--- config.mk ---
export PLATFORM = sky130hd
export DESIGN_NAME = rvga_mem_arbiter_flat
export DESIGN_NICKNAME = d
export VERILOG_FILES = /design/src/rtl/rvga_mem_arbiter_pkg.sv /design/src/rtl/rvga_mem_arbiter_if.sv /design/src/rtl/rvga_rr_arb2.sv /design/src/rtl/rvga_mem_arbiter.sv /design/src/flat_wrapper.sv
export SDC_FILE = /design/constraint.sdc
export NUM_CORES = 1
export LEC_CHECK = 0
export CORE_AREA = 2 2 308 310
export DETAILED_ROUTE_END_ITERATION = 16
export DIE_AREA = 0 0 310 312
export PLACE_DENSITY_LB_ADDON = 0.1
export SYNTH_ARGS = -nofsm -noshare
export SYNTH_HDL_FRONTEND = slang
export SYNTH_SLANG_ARGS = --single-unit
--- constraint.sdc ---
create_clock -name clk -period 1.8 [get_ports clk]
set_clock_uncertainty 0.15 [all_clocks]
set_input_delay 0.54 -clock clk [delete_from_list [all_inputs] [get_ports clk]]
set_output_delay 0.54 -clock clk [all_outputs]
set_load 0.005 [all_outputs]
--- src/rtl/rvga_mem_arbiter_pkg.sv ---
// rtl/rvga_mem_arbiter_pkg.sv - shared types for the L1-to-memory arbiter
package rvga_mem_arbiter_pkg;

  parameter int LINE_BYTES = 16;

  typedef logic [15:0] rvga_bytemask;

  typedef enum logic {
    e_rvga_owner_ic = 1'b0,
    e_rvga_owner_dc = 1'b1
  } rvga_mem_owner_e;

  typedef enum logic [1:0] {
    e_rvga_arb_idle  = 2'd0,
    e_rvga_arb_issue = 2'd1,
    e_rvga_arb_wait  = 2'd2
  } rvga_arb_state_e;

endpackage

--- src/rtl/rvga_mem_arbiter_if.sv ---
// rtl/rvga_mem_arbiter_if.sv - IC, DC and memory port bundle around the arbiter
interface rvga_mem_arbiter_if #(
  parameter int ADDR_W = 32,
  parameter int LINE_W = 128
);
  localparam int MASK_W = LINE_W / 8;

  logic              ic_req_v_i;
  logic [ADDR_W-1:0] ic_addr_i;
  logic              ic_req_ready_o;
  logic              ic_resp_v_o;
  logic [LINE_W-1:0] ic_resp_data_o;

  logic              dc_req_v_i;
  logic              dc_we_i;
  logic [ADDR_W-1:0] dc_addr_i;
  logic [LINE_W-1:0] dc_wdata_i;
  logic [MASK_W-1:0] dc_wmask_i;
  logic              dc_req_ready_o;
  logic              dc_resp_v_o;
  logic [LINE_W-1:0] dc_resp_data_o;

  logic              mem_req_v_o;
  logic              mem_we_o;
  logic [ADDR_W-1:0] mem_addr_o;
  logic [LINE_W-1:0] mem_wdata_o;
  logic [MASK_W-1:0] mem_wmask_o;
  logic              mem_req_ready_i;
  logic              mem_resp_v_i;
  logic [LINE_W-1:0] mem_resp_data_i;

  // Arbiter side.
  modport slave (
    input  ic_req_v_i, ic_addr_i,
    output ic_req_ready_o, ic_resp_v_o, ic_resp_data_o,
    input  dc_req_v_i, dc_we_i, dc_addr_i, dc_wdata_i, dc_wmask_i,
    output dc_req_ready_o, dc_resp_v_o, dc_resp_data_o,
    output mem_req_v_o, mem_we_o, mem_addr_o, mem_wdata_o, mem_wmask_o,
    input  mem_req_ready_i, mem_resp_v_i, mem_resp_data_i
  );

  // Caches and memory side.
  modport master (
    output ic_req_v_i, ic_addr_i,
    input  ic_req_ready_o, ic_resp_v_o, ic_resp_data_o,
    output dc_req_v_i, dc_we_i, dc_addr_i, dc_wdata_i, dc_wmask_i,
    input  dc_req_ready_o, dc_resp_v_o, dc_resp_data_o,
    input  mem_req_v_o, mem_we_o, mem_addr_o, mem_wdata_o, mem_wmask_o,
    output mem_req_ready_i, mem_resp_v_i, mem_resp_data_i
  );

endinterface

--- src/rtl/rvga_rr_arb2.sv ---
// rtl/rvga_rr_arb2.sv - combinational two-way round-robin picker
module rvga_rr_arb2 (
  input  logic [1:0] req_i,
  input  logic       last_i,
  output logic [1:0] gnt_o
);

  // On a tie the side that did not win last time gets the grant.
  always_comb begin
    gnt_o = req_i;
    if (req_i == 2'b11) begin
      gnt_o = last_i ? 2'b01 : 2'b10;
    end
  end

endmodule

--- src/rtl/rvga_mem_arbiter.sv ---
// rtl/rvga_mem_arbiter.sv - shares one line-wide memory port between IC and DC
module rvga_mem_arbiter
  import rvga_mem_arbiter_pkg::*;
#(
  parameter int ADDR_W = 32,
  parameter int LINE_W = 128
) (
  input  logic             clk,
  input  logic             rst_n,
  rvga_mem_arbiter_if.slave bus
);

  localparam int MASK_W = LINE_W / 8;
  localparam int OFF_W  = $clog2(MASK_W);

  rvga_arb_state_e   state_q;
  rvga_mem_owner_e   owner_q;
  rvga_mem_owner_e   last_grant_q;
  logic              mem_req_v_q;
  logic              we_q;
  logic [ADDR_W-1:0] addr_q;
  logic [LINE_W-1:0] wdata_q;
  logic [MASK_W-1:0] wmask_q;
  logic              ic_resp_v_q;
  logic              dc_resp_v_q;
  logic [LINE_W-1:0] ic_resp_data_q;
  logic [LINE_W-1:0] dc_resp_data_q;

  logic [1:0]        gnt;
  logic              idle;

  rvga_rr_arb2 u_rr (
    .req_i  ({bus.dc_req_v_i, bus.ic_req_v_i}),
    .last_i (last_grant_q == e_rvga_owner_dc),
    .gnt_o  (gnt)
  );

  assign idle = (state_q == e_rvga_arb_idle);

  assign bus.ic_req_ready_o = idle & gnt[0];
  assign bus.dc_req_ready_o = idle & gnt[1];

  assign bus.ic_resp_v_o    = ic_resp_v_q;
  assign bus.dc_resp_v_o    = dc_resp_v_q;
  assign bus.ic_resp_data_o = ic_resp_data_q;
  assign bus.dc_resp_data_o = dc_resp_data_q;

  assign bus.mem_req_v_o = mem_req_v_q;
  assign bus.mem_we_o    = we_q;
  assign bus.mem_addr_o  = addr_q;
  assign bus.mem_wdata_o = wdata_q;
  assign bus.mem_wmask_o = wmask_q;

  always_ff @(posedge clk or negedge rst_n) begin
    if (!rst_n) begin
      state_q        <= e_rvga_arb_idle;
      owner_q        <= e_rvga_owner_ic;
      last_grant_q   <= e_rvga_owner_dc;
      mem_req_v_q    <= 1'b0;
      we_q           <= 1'b0;
      addr_q         <= '0;
      wdata_q        <= '0;
      wmask_q        <= '0;
      ic_resp_v_q    <= 1'b0;
      dc_resp_v_q    <= 1'b0;
      ic_resp_data_q <= '0;
      dc_resp_data_q <= '0;
    end else begin
      ic_resp_v_q <= 1'b0;
      dc_resp_v_q <= 1'b0;
      case (state_q)
        e_rvga_arb_idle: begin
          if (gnt[0]) begin
            owner_q      <= e_rvga_owner_ic;
            last_grant_q <= e_rvga_owner_ic;
            we_q         <= 1'b0;
            addr_q       <= {bus.ic_addr_i[ADDR_W-1:OFF_W], {OFF_W{1'b0}}};
            wdata_q      <= '0;
            wmask_q      <= '0;
            mem_req_v_q  <= 1'b1;
            state_q      <= e_rvga_arb_issue;
          end else if (gnt[1]) begin
            owner_q      <= e_rvga_owner_dc;
            last_grant_q <= e_rvga_owner_dc;
            we_q         <= bus.dc_we_i;
            addr_q       <= {bus.dc_addr_i[ADDR_W-1:OFF_W], {OFF_W{1'b0}}};
            wdata_q      <= bus.dc_wdata_i;
            wmask_q      <= bus.dc_wmask_i;
            mem_req_v_q  <= 1'b1;
            state_q      <= e_rvga_arb_issue;
          end
        end
        e_rvga_arb_issue: begin
          if (bus.mem_req_ready_i) begin
            mem_req_v_q <= 1'b0;
            state_q     <= e_rvga_arb_wait;
          end
        end
        e_rvga_arb_wait: begin
          if (bus.mem_resp_v_i) begin
            if (owner_q == e_rvga_owner_ic) begin
              ic_resp_v_q    <= 1'b1;
              ic_resp_data_q <= bus.mem_resp_data_i;
            end else begin
              dc_resp_v_q    <= 1'b1;
              // Write acks carry no data back to the DC.
              dc_resp_data_q <= we_q ? '0 : bus.mem_resp_data_i;
            end
            state_q <= e_rvga_arb_idle;
          end
        end
        default: state_q <= e_rvga_arb_idle;
      endcase
    end
  end

endmodule

--- src/flat_wrapper.sv ---
// flat-port wrapper written by rule: the top's interface ports become plain ports
module rvga_mem_arbiter_flat import rvga_mem_arbiter_pkg::*;
#(
  parameter int ADDR_W = 32,
  parameter int LINE_W = 128
)
  (clk, rst_n, bus_ic_req_v_i, bus_ic_addr_i, bus_ic_req_ready_o, bus_ic_resp_v_o, bus_ic_resp_data_o, bus_dc_req_v_i, bus_dc_we_i, bus_dc_addr_i, bus_dc_wdata_i, bus_dc_wmask_i, bus_dc_req_ready_o, bus_dc_resp_v_o, bus_dc_resp_data_o, bus_mem_req_v_o, bus_mem_we_o, bus_mem_addr_o, bus_mem_wdata_o, bus_mem_wmask_o, bus_mem_req_ready_i, bus_mem_resp_v_i, bus_mem_resp_data_i);
  rvga_mem_arbiter_if #(.ADDR_W(ADDR_W), .LINE_W(LINE_W)) bus_i ();
  input  logic clk;
  input  logic rst_n;
  input wire logic [$bits(bus_i.ic_req_v_i)-1:0] bus_ic_req_v_i;
  input wire logic [$bits(bus_i.ic_addr_i)-1:0] bus_ic_addr_i;
  output wire logic [$bits(bus_i.ic_req_ready_o)-1:0] bus_ic_req_ready_o;
  output wire logic [$bits(bus_i.ic_resp_v_o)-1:0] bus_ic_resp_v_o;
  output wire logic [$bits(bus_i.ic_resp_data_o)-1:0] bus_ic_resp_data_o;
  input wire logic [$bits(bus_i.dc_req_v_i)-1:0] bus_dc_req_v_i;
  input wire logic [$bits(bus_i.dc_we_i)-1:0] bus_dc_we_i;
  input wire logic [$bits(bus_i.dc_addr_i)-1:0] bus_dc_addr_i;
  input wire logic [$bits(bus_i.dc_wdata_i)-1:0] bus_dc_wdata_i;
  input wire logic [$bits(bus_i.dc_wmask_i)-1:0] bus_dc_wmask_i;
  output wire logic [$bits(bus_i.dc_req_ready_o)-1:0] bus_dc_req_ready_o;
  output wire logic [$bits(bus_i.dc_resp_v_o)-1:0] bus_dc_resp_v_o;
  output wire logic [$bits(bus_i.dc_resp_data_o)-1:0] bus_dc_resp_data_o;
  output wire logic [$bits(bus_i.mem_req_v_o)-1:0] bus_mem_req_v_o;
  output wire logic [$bits(bus_i.mem_we_o)-1:0] bus_mem_we_o;
  output wire logic [$bits(bus_i.mem_addr_o)-1:0] bus_mem_addr_o;
  output wire logic [$bits(bus_i.mem_wdata_o)-1:0] bus_mem_wdata_o;
  output wire logic [$bits(bus_i.mem_wmask_o)-1:0] bus_mem_wmask_o;
  input wire logic [$bits(bus_i.mem_req_ready_i)-1:0] bus_mem_req_ready_i;
  input wire logic [$bits(bus_i.mem_resp_v_i)-1:0] bus_mem_resp_v_i;
  input wire logic [$bits(bus_i.mem_resp_data_i)-1:0] bus_mem_resp_data_i;
  assign bus_i.ic_req_v_i = bus_ic_req_v_i;
  assign bus_i.ic_addr_i = bus_ic_addr_i;
  assign bus_ic_req_ready_o = bus_i.ic_req_ready_o;
  assign bus_ic_resp_v_o = bus_i.ic_resp_v_o;
  assign bus_ic_resp_data_o = bus_i.ic_resp_data_o;
  assign bus_i.dc_req_v_i = bus_dc_req_v_i;
  assign bus_i.dc_we_i = bus_dc_we_i;
  assign bus_i.dc_addr_i = bus_dc_addr_i;
  assign bus_i.dc_wdata_i = bus_dc_wdata_i;
  assign bus_i.dc_wmask_i = bus_dc_wmask_i;
  assign bus_dc_req_ready_o = bus_i.dc_req_ready_o;
  assign bus_dc_resp_v_o = bus_i.dc_resp_v_o;
  assign bus_dc_resp_data_o = bus_i.dc_resp_data_o;
  assign bus_mem_req_v_o = bus_i.mem_req_v_o;
  assign bus_mem_we_o = bus_i.mem_we_o;
  assign bus_mem_addr_o = bus_i.mem_addr_o;
  assign bus_mem_wdata_o = bus_i.mem_wdata_o;
  assign bus_mem_wmask_o = bus_i.mem_wmask_o;
  assign bus_i.mem_req_ready_i = bus_mem_req_ready_i;
  assign bus_i.mem_resp_v_i = bus_mem_resp_v_i;
  assign bus_i.mem_resp_data_i = bus_mem_resp_data_i;
  rvga_mem_arbiter #(.ADDR_W(ADDR_W), .LINE_W(LINE_W)) u_core (.clk(clk), .rst_n(rst_n), .bus(bus_i));
endmodule
==> run summary <==
status - finished, violations left
violations in the final reports - negative setup slack
global-route wire length before repair - 107000 µm
number of warnings printed during yosys synthesis - 0
RSZ-0062 raised after global routing - true
CTS sink cnt - 436
fillers - 9718
post-route total power - 52.1 mW
Net count, final - 2669
# Max-Cap Violations - 0
H-tree Lvls - 2
list of cells traversed by the critical path - buf_6, nand2_1, and3_4, buf_6
final clock period utilization by the worst path - 128%
cells after synthesis - 1341
fraction of power consumed by combinational cells - 45.9%
CP delay by family, top - flip-flops
Row Count - 112
worst-margin pin slew - 0.712 ns
Clk Latency, worst-skew pair - 0.59 ns
floorplan die width - 310 µm
maximum clock frequency - 433 MHz
input/output buffers - 768
area of the mapped netlist - 0.0168 mm²
final count of negative-setup-slack endpoints - 347
proportion of layout cells with a drive suffix above 1 - 38.8%
post-synthesis to final-layout area growth - 76.9%
delay of the slowest cell on the worst path - 0.54 ns
part of the total power dissipated in sequential elements - 33.7%
Critical path buffers and inverters - 2
Critical Path End Type - primary output
post-layout minimum cycle time - 2.31 ns
number of antenna violations at the first check in global routing - 13
FFs w/ async S/R, synth - 100%
power density normalized to cell area - 1750 mW/mm²
ratio of routed vias to standard cells - 4.01
Via Count - 14500
CTS tree - yes
DR pass1 iterations - 4
max-slew headroom at the worst pin - 52.5%
synth unique cells - 27
P_int - 34.9 mW
Post-Synthesis Mean Instance Area - 12.5 µm²
final hold viol count - 0
most common library cells after synthesis - 435 x sky130_fd_sc_hd__dfrtp_1, 155 x sky130_fd_sc_hd__o21ai_0, 145 x sky130_fd_sc_hd__a22o_1, 132 x sky130_fd_sc_hd__nand2_1, 131 x sky130_fd_sc_hd__nand2b_1
Setup WS post-layout - -0.511 ns
top-area cell type share of the netlist area - 64.7%
crit path max fanout - 2
maximum number of pins on one net before global-route repair - 130
share of total power consumed by net switching - 33.0%
top-count cell post-synth - sky130_fd_sc_hd__dfrtp_1
number of nets with antenna violations after detailed routing - 0
aggregate global routing overflow - 0
Longest Clk Path Bufs - 3
placed instance area - 0.0265 mm²
maximum vdd drop - 0.688 mV
Worst Path Class, Setup - flop to primary output
main area contributors after synthesis - sky130_fd_sc_hd__dfrtp_1 65%, sky130_fd_sc_hd__a22o_1 7.5%, sky130_fd_sc_hd__mux2_1 7.3%
sort of element at the start of the critical path - flop
number of top-level design ports - 781
Static Leakage - 14.1 nW
path type of the worst min-delay path - flop to flop
Placeable Area - 0.0930 mm²
Wirelength per Cell - 22.0 µm
number of global-route vias before repair - 15200
clock-pin slew on the worst setup and hold paths - 0.06 ns
power share of the clock group - 20.4%
CP dominant cell by count - sky130_fd_sc_hd__buf_6
DRC violation total after the first TritonRoute iteration - 623
net load switching power - 17.2 mW
Die Y - 312 µm
register bit count reported by yosys - 436
Total Wirelength - 79600 µm
die area - 0.0967 mm²
worst hold slack across all endpoints - 0.322 ns
Post-Layout Inst Area - 0.0298 mm²
Tot GR Track Use - 14.8%
post-route DRC violation count - 0
dominant register cell in the synthesized netlist - sky130_fd_sc_hd__dfrtp_1
clock buffers created by TritonCTS - 54
Final Wtd Congestion - 0.752
initial core utilization - 18.1%
slowest library cell on the worst path - sky130_fd_sc_hd__dfstp_2
area leader, netlist - sky130_fd_sc_hd__dfrtp_1
cell at the root of the clock tree - sky130_fd_sc_hd__clkbuf_16
WP data arrival - 1.62 ns
Final Core Density - 32.0%
sequential fraction of the synthesis area - 64.9%
required time of the critical path - 1.11 ns
Detailed Place HPWL - 52700 µm
count of flip-flops with a built-in enable after synthesis - 0
flop2flop setup slack - -0.37 ns
number of pins exceeding their max-slew limit in the final report - 0
## cell usage in the layout (no fill, tap or decap), types with 12 or more instances in the layout
cell,netlist,final
sky130_fd_sc_hd__a31oi_1,28,28
sky130_fd_sc_hd__dfrtp_1,435,434
sky130_fd_sc_hd__buf_6,0,154
sky130_fd_sc_hd__nand2b_1,131,129
sky130_fd_sc_hd__a22o_1,145,145
sky130_fd_sc_hd__clkdlybuf4s50_1,0,333
sky130_fd_sc_hd__o21ai_0,155,153
sky130_fd_sc_hd__buf_16,0,14
sky130_fd_sc_hd__clkbuf_1,44,22
sky130_fd_sc_hd__mux2_4,0,127
sky130_fd_sc_hd__a21oi_1,28,28
sky130_fd_sc_hd__buf_12,0,40
sky130_fd_sc_hd__buf_4,16,172
sky130_fd_sc_hd__buf_2,51,296
sky130_fd_sc_hd__clkbuf_16,0,72
sky130_fd_sc_hd__nand2_1,132,131
sky130_fd_sc_hd__clkbuf_8,0,12
sky130_fd_sc_hd__nand3_1,28,28
## registers in the layout, indices dropped and copies added (netlist names), 2 cells and up
signal                     cells
u_core.bus.mem_addr_o         28
u_core.state_q                 2
u_core.bus.dc_resp_data_o    128
u_core.bus.ic_resp_data_o    128
u_core.bus.mem_wmask_o        16
u_core.bus.mem_wdata_o       128
## worst paths after layout
kind	from	end	cells after the start
setup / recovery	u_core.last_grant_q$_DFFE_PN1P_	bus_dc_req_ready_o	4
hold / removal	u_core.bus.dc_resp_data_o[111]$_DFFE_PN0P_	u_core.bus.dc_resp_data_o[111]$_DFFE_PN0P_	2
setup reg to reg	u_core.state_q[0]$_DFFE_PN0P_	u_core.bus.ic_resp_data_o[126]$_DFFE_PN0P_	9
hold reg to reg	u_core.bus.dc_resp_data_o[111]$_DFFE_PN0P_	u_core.bus.dc_resp_data_o[111]$_DFFE_PN0P_	2
max in group asynchronous	rst_n	u_core.bus.mem_wdata_o[77]$_DFFE_PN0P_	3
min in group asynchronous	rst_n	u_core.bus.ic_resp_data_o[88]$_DFFE_PN0P_	2
## worst reg2reg max path, stage by stage, from the launching register on
cell and delay [ns]:
sky130_fd_sc_hd__dfrtp_1 0.42, sky130_fd_sc_hd__buf_6 0.13, sky130_fd_sc_hd__buf_6 0.11, sky130_fd_sc_hd__nand2b_4 0.14
sky130_fd_sc_hd__nor3b_4 0.23, sky130_fd_sc_hd__buf_4 0.16, sky130_fd_sc_hd__buf_12 0.15, sky130_fd_sc_hd__buf_12 0.13
sky130_fd_sc_hd__clkbuf_16 0.14, sky130_fd_sc_hd__mux2_4 0.30
## cells by family after synthesis
group / synth area share [%]
DFF: 64.9
AOI/OAI and AO/OA: 14.2
and+or+nand+nor: 9.03
muxes: 8.57
buffers and inverters: 3.30
other: 0.0223
## power by group through the flow
stage	sequential [mW]	clock, mW	combinational [mW]
floorplan	17.5	0	6.40
global placement	17.4	0	21.3
detailed placement	17.4	0	21.5
CTS	17.5	11.0	20.7
global route	18.1	11.4	25.8
finish	17.5	10.6	23.9
## timing repair
item | 4_1_cts | 5_1_grt
resized for setup | 1999 | 163
hold endpoints to repair | 12 | 0
pin swaps | 4 | 5
setup buffers | 67 | 95
gates cloned | 13 | 27
hold buffers | 1 | 0
endpoints found under the setup margin | 736 | 775
## metal layers
layer,vias up,share of wire [%],track usage (%)
met1,7192,37,16.0
met3,110,8.7,5.70
met5,-,0.17,0
li1,6682,-,-
met2,537,52,27.0
met4,20,2.0,3.32
## cell type report
class | instances | area (µm²) | share of cell area [%]
flip-flops and latches | 436 | 10900 | 36.7
inverters | 2 | 7.51 | 0.0252
clock inverters | 7 | 66.3 | 0.223
diodes | 3 | 7.51 | 0.0252
repair buffers | 1037 | 9630 | 32.4
clock buffers | 89 | 1620 | 5.46
multi-input cells | 795 | 5930 | 19.9
well taps | 1254 | 1570 | 5.27
## stage by stage
| step | std cells | setup TNS (ns) | worst slack [ns] |
|---|---|---|---|
| floorplan | 1344 | 0 | 0.0218 |
| global placement | 3331 | -217.46 | -0.719 |
| detailed placement | 3331 | -219.78 | -0.720 |
| CTS | 3508 | -54.74 | -0.559 |
| global route | 3623 | -77.97 | -0.577 |
| finish | 3623 | -44.64 | -0.511 |
Power figures use the tool's default switching activity.
